[config.mk]
export PLATFORM = sky130hd
export DESIGN_NAME = player_cmd_encoder
export DESIGN_NICKNAME = d
export VERILOG_FILES = /design/src/rtl/player_pkg.sv /design/src/rtl/player_cmd_encoder_debounce.sv /design/src/rtl/player_cmd_encoder.sv
export SDC_FILE = /design/constraint.sdc
export NUM_CORES = 1
export LEC_CHECK = 0
export ABC_AREA = 1
export ABC_CLOCK_PERIOD_IN_PS = 1700
export CORE_ASPECT_RATIO = 0.5
export CORE_MARGIN = 3
export CORE_UTILIZATION = 39
export DETAILED_ROUTE_END_ITERATION = 6
export PLACE_DENSITY_LB_ADDON = 0.25
export SYNTH_ARGS = -nofsm -noshare
export SYNTH_HDL_FRONTEND = slang
export SYNTH_SLANG_ARGS = --single-unit
[constraint.sdc]
create_clock -name clk -period 1.7 [get_ports clk]
set_input_delay 0.425 -clock clk [delete_from_list [all_inputs] [get_ports clk]]
set_output_delay 0.425 -clock clk [all_outputs]
set_load 0.03 [all_outputs]
[src/rtl/player_pkg.sv]
// player_pkg: definitions shared by the front-panel command encoder.
//   - 3-bit player command codes. CMD_LOAD is listed for completeness;
//     the encoder never drives it.
//   - Encodings for the shadow copy of the player state.
//   - Encodings for the issue FSM states.
//   - Helpers that decide whether a command is legal and what shadow
//     state follows it.
package player_pkg;

  localparam logic [2:0] CMD_LOAD  = 3'b000;
  localparam logic [2:0] CMD_PLAY  = 3'b001;
  localparam logic [2:0] CMD_PAUSE = 3'b010;
  localparam logic [2:0] CMD_NEXT  = 3'b011;
  localparam logic [2:0] CMD_PREV  = 3'b100;
  localparam logic [2:0] CMD_IDLE  = 3'b111;

  // Bit positions of the buttons on the btn bus.
  localparam int BTN_PLAY  = 0;
  localparam int BTN_PAUSE = 1;
  localparam int BTN_NEXT  = 2;
  localparam int BTN_PREV  = 3;

  typedef enum logic [1:0] {
    SH_LOAD  = 2'b00,
    SH_PLAY  = 2'b01,
    SH_PAUSE = 2'b10
  } shadow_t;

  typedef enum logic [1:0] {
    ST_IDLE  = 2'b00,
    ST_ISSUE = 2'b01,
    ST_GAP   = 2'b10
  } issue_state_t;

  // Returns 1 when the player would act on cmd while it is in state sh.
  function automatic logic cmd_legal(input logic [2:0] cmd, input shadow_t sh);
    logic ok;
    ok = 1'b0;
    unique case (cmd)
      CMD_PLAY:           ok = (sh == SH_LOAD) || (sh == SH_PAUSE);
      CMD_PAUSE:          ok = (sh == SH_PLAY);
      CMD_NEXT, CMD_PREV: ok = (sh == SH_PLAY);
      default:            ok = 1'b0;
    endcase
    return ok;
  endfunction

  // Returns the player state after it accepts a legal command.
  // NEXT and PREV leave the state at PLAY.
  function automatic shadow_t shadow_after(input logic [2:0] cmd, input shadow_t sh);
    shadow_t nxt;
    nxt = sh;
    unique case (cmd)
      CMD_PLAY:  nxt = SH_PLAY;
      CMD_PAUSE: nxt = SH_PAUSE;
      default:   nxt = sh;
    endcase
    return nxt;
  endfunction

endpackage

[src/rtl/player_cmd_encoder_debounce.sv]
// btn_debounce: cleans up one raw push-button.
//   - A 2-flop synchronizer, then a debouncer built on a saturating counter.
//   - The debounced level changes only after the synchronized input has
//     differed from it for DEBOUNCE_CYCLES consecutive cycles.
//   - rise is a one-cycle pulse, registered in the same edge where the level
//     changes from 0 to 1.
// Ports:
//   clk    system clock
//   reset  synchronous, active-high
//   raw    asynchronous button input, active-high
//   rise   one-cycle pulse on each accepted press
module btn_debounce #(
  parameter int DEBOUNCE_CYCLES = 16
) (
  input  logic clk,
  input  logic reset,
  input  logic raw,
  output logic rise
);

  localparam int              CW       = $clog2(DEBOUNCE_CYCLES + 1);
  localparam logic [CW-1:0]   CNT_LAST = CW'(DEBOUNCE_CYCLES - 1);

  logic          sync1;
  logic          sync2;
  logic          level;
  logic [CW-1:0] cnt;

  // NOTE: every register in a clocked block is written with <=, so all
  // flops sample the values from before the edge and the synchronizer
  // stages really form a two-stage pipeline.
  always_ff @(posedge clk) begin
    if (reset) begin
      sync1 <= 1'b0;
      sync2 <= 1'b0;
      level <= 1'b0;
      cnt   <= '0;
      rise  <= 1'b0;
    end else begin
      sync1 <= raw;
      sync2 <= sync1;
      rise  <= 1'b0;
      if (sync2 == level) begin
        cnt <= '0;
      end else if (cnt >= CNT_LAST) begin
        // This is the DEBOUNCE_CYCLES-th differing sample, so the new value
        // is accepted now. The >= compare keeps the counter from running
        // past CNT_LAST, so it can never wrap.
        level <= sync2;
        cnt   <= '0;
        rise  <= sync2;
      end else begin
        cnt <= cnt + CW'(1);
      end
    end
  end

endmodule

[src/rtl/player_cmd_encoder.sv]
// player_cmd_encoder: turns four front-panel buttons into single-cycle player
// commands, each followed by an idle gap.
//   - Each button is debounced, and each accepted press sets a pending bit.
//   - The issue FSM serves pending bits in priority order:
//     pause > play > next > prev.
//   - Presses that the mirrored player state says would be ignored are
//     dropped instead of issued.
// Ports:
//   clk           system clock
//   reset         synchronous, active-high
//   btn[3:0]      raw buttons: [0] play, [1] pause, [2] next, [3] prev
//   command[2:0]  command code to the player; CMD_IDLE when nothing is issued
//   cmd_valid     high in the cycles where command != CMD_IDLE
//   dropped       one-cycle pulse when a pending press is discarded as illegal
//   shadow_state  mirrored player state: 00 LOAD, 01 PLAY, 10 PAUSE
module player_cmd_encoder
  import player_pkg::*;
#(
  parameter int DEBOUNCE_CYCLES = 16,
  parameter int GAP_CYCLES      = 2
) (
  input  logic       clk,
  input  logic       reset,
  input  logic [3:0] btn,
  output logic [2:0] command,
  output logic       cmd_valid,
  output logic       dropped,
  output logic [1:0] shadow_state
);

  localparam int            GW       = $clog2(GAP_CYCLES + 1);
  localparam logic [GW-1:0] GAP_LAST = GW'(GAP_CYCLES - 1);

  logic [3:0]    rise;
  logic [3:0]    pend;
  logic [3:0]    pend_next;
  logic [3:0]    pend_clr;
  logic [3:0]    sel_mask;
  logic [2:0]    sel_code;
  logic [2:0]    code_q;
  logic [2:0]    code_next;
  logic [GW-1:0] gap_cnt;
  logic [GW-1:0] gap_cnt_next;
  issue_state_t  state;
  issue_state_t  state_next;
  shadow_t       shadow_q;
  shadow_t       shadow_next;

  for (genvar i = 0; i < 4; i++) begin : g_btn
    btn_debounce #(
      .DEBOUNCE_CYCLES(DEBOUNCE_CYCLES)
    ) u_debounce (
      .clk  (clk),
      .reset(reset),
      .raw  (btn[i]),
      .rise (rise[i])
    );
  end

  // Picks the highest-priority pending press.
  always_comb begin
    sel_mask = '0;
    sel_code = CMD_IDLE;
    if (pend[BTN_PAUSE]) begin
      sel_mask[BTN_PAUSE] = 1'b1;
      sel_code            = CMD_PAUSE;
    end else if (pend[BTN_PLAY]) begin
      sel_mask[BTN_PLAY] = 1'b1;
      sel_code           = CMD_PLAY;
    end else if (pend[BTN_NEXT]) begin
      sel_mask[BTN_NEXT] = 1'b1;
      sel_code           = CMD_NEXT;
    end else if (pend[BTN_PREV]) begin
      sel_mask[BTN_PREV] = 1'b1;
      sel_code           = CMD_PREV;
    end
  end

  // Issue FSM: next-state logic and outputs.
  // NOTE: every signal this block drives gets its default at the top. Any
  // path through the case that does not assign a signal then still gives it
  // a value, so no latch is inferred.
  always_comb begin
    state_next   = state;
    code_next    = code_q;
    shadow_next  = shadow_q;
    gap_cnt_next = gap_cnt;
    pend_clr     = '0;
    command      = CMD_IDLE;
    cmd_valid    = 1'b0;
    dropped      = 1'b0;

    unique case (state)
      ST_IDLE: begin
        if (pend != '0) begin
          pend_clr = sel_mask;
          if (cmd_legal(sel_code, shadow_q)) begin
            state_next = ST_ISSUE;
            code_next  = sel_code;
          end else begin
            dropped = 1'b1;
          end
        end
      end
      ST_ISSUE: begin
        command      = code_q;
        cmd_valid    = 1'b1;
        shadow_next  = shadow_after(code_q, shadow_q);
        gap_cnt_next = '0;
        state_next   = ST_GAP;
      end
      ST_GAP: begin
        if (gap_cnt == GAP_LAST) begin
          state_next = ST_IDLE;
        end else begin
          gap_cnt_next = gap_cnt + GW'(1);
        end
      end
      default: state_next = ST_IDLE;
    endcase

    // When a press arrives in the same cycle its pending bit is served, the
    // set wins and the press stays pending.
    pend_next = (pend & ~pend_clr) | rise;
  end

  always_ff @(posedge clk) begin
    if (reset) begin
      state    <= ST_IDLE;
      pend     <= '0;
      code_q   <= CMD_IDLE;
      gap_cnt  <= '0;
      shadow_q <= SH_LOAD;
    end else begin
      state    <= state_next;
      pend     <= pend_next;
      code_q   <= code_next;
      gap_cnt  <= gap_cnt_next;
      shadow_q <= shadow_next;
    end
  end

  assign shadow_state = shadow_q;

endmodule

==> results summary, run 1 <==
The flow ran to the end, but the final reports show violations. The checks that failed: negative setup slack. The capturing element type of the critical path is an output port. The worst clock skew is 0.00748 ns.

The via count came out at 1511. Dividing total power by cell area gives a power density of 809 nW/um2. The largest fanout on the critical path is 4. The routed wire length on met2 is 1360 um.

The post-synthesis simple-gate area fraction is 29.6%. The worst slack on hold paths is 0.403 ns. The die outline height came out at 56.2 um. The mean routed wirelength per cell is 8.78 um. The total nets after synthesis came out at 274.

In this run the tightest slew margin relative to its limit is 80.1%. The remaining antenna violation count came out at 0. In the final design database the tool counted 295 nets.

The minimum setup slack among reg-to-reg paths came out at 0.34 ns. The via count of the first global-routing pass came out at 1337. The static leakage came out at 0.00101 uW. The distinct cell type count after synthesis is 19. The leading area contributor after synthesis is sky130_fd_sc_hd__dfxtp_1. The sort of element at the start of the critical path is a flop. The first-pass iteration count of the detailed router came out at 4.

The die covers 5990 um2. By area, the combinational part of the netlist is dominated by simple AND/OR/NAND/NOR gates. The global-route usage over all layers is 11.1%. The number of placement rows is 17. In this run the tool buffered the top-level ports with 12 buffer cells. The slew at the pin with the worst max-slew slack is 0.299 ns. The top cell type's share of synthesized area is 49.8%. The setup TNS came out at -0.00795 ns. The congestion estimate from routability-driven global placement came to 0.776. The fraction of the mapped netlist area in compound gates is 4.51%. The share of the synthesized netlist area taken by xor and xnor gates came out at 0%.

In this run the clock root is driven by a sky130_fd_sc_hd__clkbuf_8. The total inserted antenna cells came out at 0. The endpoint identified for the worst register-to-register timing path is g_btn[0].u_debounce.level$_SDFFE_PP0P_.

The critical path data required time is 1.27 ns. The total wirelength of the detailed-routed design is 3050 um. The placed wire-length estimate is 2140 um. The H-tree was split into 2 levels. The register area share after synthesis is 49.8%. The detailed router used layers up to and including met4. The portion of synthesized area spent on multiplexers is 0%. The global-route wire length before repair came out at 5390 um. The global-route congestion overflow total came out at 0. The final worst slack is -0.00795 ns. The timing-limited maximum frequency came out at 585 MHz.

The final count of negative-setup-slack endpoints came out at 1. Of the total synthesized cell area, the portion taken by full adders, half adders and majority gates is 5.72%. The final hold violation count is 0. The share of post-route cells with drive strength above 1 is 14.6%.

After clock tree synthesis, the clock-pin slew on the worst setup and hold paths is 0.08 ns. A synthesized cell averages 7.60 um2. The number of antenna violations at the first check in global routing came out at 0.

The worst min-delay path category is reg2reg. The worst vdd rail ir drop is 0.357 mV. After synthesis, the cell types taking the most area are sky130_fd_sc_hd__dfxtp_1 50%, sky130_fd_sc_hd__nor2_1 10%, sky130_fd_sc_hd__inv_1 7.6%. The iteration-0 DRC count of the detailed router is 68. The number of placed I/O pins is 13.

Counting I/O delays and the setup requirement, the final critical path takes 1.71 ns. The floorplan die width came out at 106 um. Across the run, the number of max-cap violations was 0. The clock latency on the worst-skew pair came out at 0.30 ns.

The initial core utilization came out at 42.6%. The post-synthesis register bit count is 49. The sink count of the clock tree came out at 49. The wire length on met1 came out at 1510 um. The TritonCTS buffer count came out at 5. The final clock period utilization by the worst path came out at 100%.

The per-cell via count in the routed design is 4.35. After floorplanning, the core was sized to cover 4620 um2. With fillers left out, the area of the finished cells amounts to 2300 um2. The number of cell instances on the worst register-to-register path came out at 8.

The largest buffer count on any clock path came out at 2. The worst register-to-register path begins at g_btn[0].u_debounce.cnt[0]$_SDFF_PP0_. Entering global routing, the biggest net connects 21 pins. The post-synth design cell area came out at 1970 um2. The gate count after technology mapping is 259. The signed area change from the synthesized netlist to the final layout is 16.7%.

Once placement finished, the instance area stood at 2180 um2. STA puts the critical path data arrival time at 1.28 ns. For hold timing, the worst endpoint is g_btn[3].u_debounce.sync2$_SDFF_PP0_.

The met3 routed wirelength is 143 um. The critical path start-end classification is reg2out. TritonCTS built the clock tree. The worst hold path begins at g_btn[3].u_debounce.sync1$_SDFF_PP0_. The depth of the worst hold-timing path is 2.

The Yosys step of the flow raised 0 warnings. The number of max-slew violations in the final report is 0. Setup repair after global routing could not meet its margin everywhere. The number of design rule violations left after detail routing is 0.
==> critical path, cell delays in order (launching register included) <==
cell                      delay, ns
sky130_fd_sc_hd__dfxtp_2       0.34
sky130_fd_sc_hd__inv_2         0.09
sky130_fd_sc_hd__nand2_4       0.06
sky130_fd_sc_hd__nor2_4        0.10
sky130_fd_sc_hd__inv_2         0.06
sky130_fd_sc_hd__o21ai_4       0.16
sky130_fd_sc_hd__nor2_4        0.04
sky130_fd_sc_hd__buf_6         0.13
==> synthesized netlist by cell type, drive strengths merged <==
| cell | instances |
|---|---|
| nor2 | 56 |
| inv | 50 |
| buf | 1 |
| a21oi | 12 |
| ha | 9 |
| dfxtp | 49 |
| or2 | 1 |
| clkinv | 2 |
| nand3 | 16 |
| clkbuf | 1 |
| nand4 | 14 |
| nor3 | 4 |
| o21ai | 5 |
| nand2 | 39 |
==> through the flow <==
step / total power [uW] / setup slack [ns] / instances / utilization, %
after floorplan: 1220 / 0.0807 / 259 / -
after global placement: 1240 / 0.0997 / 337 / 47.1
after detailed placement: 1240 / 0.0766 / 337 / 47.1
after CTS: 1890 / -0.0413 / 346 / 49.1
after global routing: 1960 / -0.0791 / 347 / 49.7
final: 1860 / -0.00795 / 347 / 49.7
==> worst max-delay path by stage <==
stage | from | endpoint | cells past startpoint
after global routing | pend[1]$_SDFF_PP0_ | dropped | 7
after global placement | state[0]$_SDFFE_PP0P_ | cmd_valid | 3
after CTS | pend[1]$_SDFF_PP0_ | dropped | 7
final | pend[0]$_SDFF_PP0_ | dropped | 7
after floorplan | shadow_state[0]$_SDFFE_PP0P_ | dropped | 4
after detailed placement | state[1]$_SDFFE_PP0P_ | cmd_valid | 2
==> cell usage in the layout, fill, tap and decap left out, drive strengths merged <==
master / instances
clkbuf: 12
dfxtp: 49
nand4: 14
dlygate4sd2: 2
nor2: 56
clkinv: 2
nand3: 16
a21oi: 12
or2: 1
ha: 9
nor3: 4
nand2: 39
o21ai: 5
clkdlybuf4s50: 5
inv: 50
buf: 5
==> metal layers <==
metal	vias to the layer above	GRT usage (%)
li1	846	-
met5	-	0
met3	4	5.33
met2	17	17.8
met1	644	13.5
met4	0	2.91
==> state kept, by name (all words and copies together) (netlist names) <==
| name | flops |
|---|---|
| g_btn.u_debounce.cnt | 20 |
| g_btn.u_debounce.level | 4 |
| g_btn.u_debounce.rise | 4 |
| g_btn.u_debounce.sync1 | 4 |
| g_btn.u_debounce.sync2 | 4 |
| pend | 4 |
| code_q | 3 |
| gap_cnt | 2 |
| shadow_state | 2 |
| state | 2 |
==> report_power, final <==
part | internal (uW) | total, uW | switching [uW] | leakage [uW]
Combinational | 22.1 | 49.7 | 27.6 | 0.000577
Sequential | 1160 | 1160 | 6.74 | 0.000399
Clock | 293 | 644 | 351 | 0.0000395
Total | 1470 | 1860 | 385 | 0.00101
==> logic make-up after synthesis <==
kind of cell | count (synthesis)
DFF | 49
adders and majority gates | 9
AOI/OAI and AO/OA | 17
and+or+nand+nor | 130
buffers and inverters | 54
==> what timing repair did <==
action,in CTS,in global routing
hold buffers,0,0
buffers inserted,1,1
setup endpoints to repair,7,5
hold endpoints to repair,0,0
resized for setup,11,20
pin swaps,1,2
==> layout make-up <==
cell class | instances | area, um2
clock buffers | 8 | 80.1
fillers | 469 | 2320
inverters | 52 | 198
multi-input cells | 156 | 821
flip-flops and latches | 49 | 986
well taps | 66 | 82.6
repair buffers | 16 | 129
Note: power is estimated with default switching activity, not from simulation.
==> run 2: changes to the inputs <==
--- a/config.mk
+++ b/config.mk
@@ -8,8 +8,8 @@
 export ABC_AREA = 1
 export ABC_CLOCK_PERIOD_IN_PS = 1700
 export CORE_ASPECT_RATIO = 0.5
-export CORE_MARGIN = 3
-export CORE_UTILIZATION = 39
+export CORE_MARGIN = 1.5
+export CORE_UTILIZATION = 44
 export DETAILED_ROUTE_END_ITERATION = 6
 export PLACE_DENSITY_LB_ADDON = 0.25
 export SYNTH_ARGS = -nofsm -noshare
==> run 2 against run 1 <==
- the flow now finishes without violations
- sequential share of layout area barely moved
- highest routed layer unchanged
- clock-buffer cell count fell by 1
- die area fell by 18%
- first-iteration DRC count fell by 16%
- clock skew fell by 0.0042 ns
- setup slack improved by 0.046 ns
- non-clock buffer count rose by 2
- wire length rose by 9.3%
- sequential power barely moved
- critical path depth did not move
==> results summary, run 2 (synthesis results as in run 1) <==
The final count of negative-setup-slack endpoints came out at 0. In the layout the commonest cells are 52 x sky130_fd_sc_hd__nor2_1, 45 x sky130_fd_sc_hd__dfxtp_1, 38 x sky130_fd_sc_hd__inv_1. The final critical-path required period is 1.66 ns.

The floorplan die width is 97.6 um. Clock tree synthesis selected as its root buffer the cell sky130_fd_sc_hd__clkbuf_8. The global-route wire length before repair is 5500 um. The total inserted antenna cells is 0. The via count of the first global-routing pass is 1405. The iteration-0 DRC count of the detailed router came out at 57. The number of max-slew violations in the final report came out at 0. The largest fanout on the critical path came out at 4. Counting along the longest clock path gives a buffer depth of 2.

The critical path data required time is 1.27 ns. The TritonCTS buffer count came out at 5. The die covers 4910 um2.

Walking the worst path, the cells encountered are inv_2 -> nand2_4 -> nor2_4 -> inv_2 -> o21ai_2 -> nor2_2 -> buf_6. The clock latency on the worst-skew pair is 0.29 ns. The sink count of the clock tree came out at 49.

Global routing used 14.2% of the available tracks across all layers. The die outline height came out at 50.3 um. The design area came out at 2300 um2. Once detail routing completed, the nets flagged for antenna violations numbered 0. The first TritonRoute pass finished after 4 iterations.

The arrival time at the worst endpoint is 1.24 ns. The final weighted congestion in routability-driven placement is 0.730. In the final design database the tool counted 297 nets. For this configuration, the core starts out at a cell density of 48.2%. The post-placement cell area is 2160 um2.

The cell that appears most often on the critical path is sky130_fd_sc_hd__inv_2. Of the available clock period, the critical path in the final layout requires 97.8%. The maximum level of the CTS H-tree came out at 2.

Setup slack closes at 0.0380 ns. TritonCTS built the clock tree. The worst min-delay path category is reg2reg. The count of port buffers added during placement came out at 12. After layout, the design draws a total of 1890 uW.

The number of flip-flops in the largest register came out at 20. The static leakage is 0.00103 uW. The flow ran to the end, and the final reports show no timing, DRC or antenna violations. The slew at the pin with the worst max-slew slack came out at 0.298 ns. The sort of element at the start of the critical path is a flop. The largest incremental delay on the critical path came out at 0.34 ns. The placed wire-length estimate came out at 2370 um.

After detailed routing, the average wire length per cell comes to 9.90 um. STA classifies the critical path endpoint as an output port. On the critical path, the stage with the largest delay is an instance of sky130_fd_sc_hd__dfxtp_2. The worst slack on hold paths is 0.406 ns. Global routing finished with a remaining overflow of 0. The timing-limited maximum frequency came out at 602 MHz. g_btn.u_debounce.cnt holds more flip-flops than any other register.

The relative slew slack came out at 80.2%. The setup path with the least slack is of type reg2out. The worst vdd rail ir drop is 0.295 mV. Of the cells placed in the final design, the portion with a size suffix greater than 1 is 16.0%. The number of placed I/O pins is 13. The count of maximum capacitance violations came out at 0. The number of placement rows came out at 16. Across all layers, the routed design uses 1605 vias. Entering global routing, the biggest net connects 21 pins. For this run, design rule violations remaining after detail routing come to 0. Setup repair after global routing could not meet its margin everywhere. The library cell used most frequently in the layout, excluding fill and tap cells, is sky130_fd_sc_hd__nor2_1. Counting the fill cells in the layout gives 373. The worst clock skew is 0.00331 ns.

The final layout contains routed wiring with a total length of 3330 um. The number of antenna violations at the first check in global routing came out at 0. The final hold violation count is 0. The clock input transition at the sequential cells of the worst setup and hold paths came out at 0.08 ns. For this design the ratio of total power to cell area is 819 nW/um2. The core footprint is 4080 um2. The per-cell via count in the routed design is 4.78. Prior to clock tree synthesis, the placed netlist has a worst setup slack of 0.0830 ns. From synthesis to final layout, the design area changed by 17.0%.
[run 2: through the flow]
step	instances	utilization (%)	TNS [ns]
CTS	334	55.5	-0.0159
floorplan	259	-	0
global placement	325	52.9	0
global route	336	56.4	-0.0323
finish	336	56.4	0
detailed placement	325	52.9	0
[run 2: layout make-up]
| class | count | area [um2] | share of cell area, % |
|---|---|---|---|
| clock buffers | 7 | 86.3 | 3.75 |
| inverters | 52 | 198 | 8.59 |
| multi-input cells | 156 | 813 | 35.3 |
| flip-flops and latches | 49 | 988 | 42.9 |
| well taps | 54 | 67.6 | 2.93 |
| repair buffers | 18 | 149 | 6.47 |
[run 2: power breakdown]
part | switching, uW | internal [uW]
Clock | 350 | 323
Combinational | 27.5 | 22.1
Sequential | 6.83 | 1160
Total | 384 | 1500
[run 2: final timing paths]
| path | startpoint | endpoint | slack (ns) | depth (start not counted) |
|---|---|---|---|---|
| min reg2reg | g_btn[3].u_debounce.sync1$_SDFF_PP0_ | g_btn[3].u_debounce.sync2$_SDFF_PP0_ | 0.41 | 2 |
| min | g_btn[3].u_debounce.sync1$_SDFF_PP0_ | g_btn[3].u_debounce.sync2$_SDFF_PP0_ | 0.41 | 2 |
| max reg2reg | g_btn[2].u_debounce.cnt[0]$_SDFF_PP0_ | g_btn[2].u_debounce.cnt[2]$_SDFF_PP0_ | 0.34 | 7 |
| max | pend[0]$_SDFF_PP0_ | dropped | 0.04 | 7 |
[run 2: layer usage]
metal	wire, um	vias up	global-route usage (%)
met5	0	-	0
met4	15	0	3.57
met3	137	2	5.43
met2	1630	18	27.0
met1	1540	734	15.1
li1	-	851	-
[run 2: repair_timing]
action / 4_1_cts / 5_1_grt
buffers inserted: 2 / 2
hold buffers: 0 / 0
gates resized for setup: 12 / 19
pin swaps: 2 / 4
setup endpoints to repair: 7 / 5
[run 2: worst max-delay path: cells and delay by family (launching register included)]
kind | cells | cell delay, ns
AO/OA/AOI/OAI | 1 | 0.11
buffers and inverters | 3 | 0.27
flip-flops | 1 | 0.34
AND/OR/NAND/NOR | 3 | 0.22
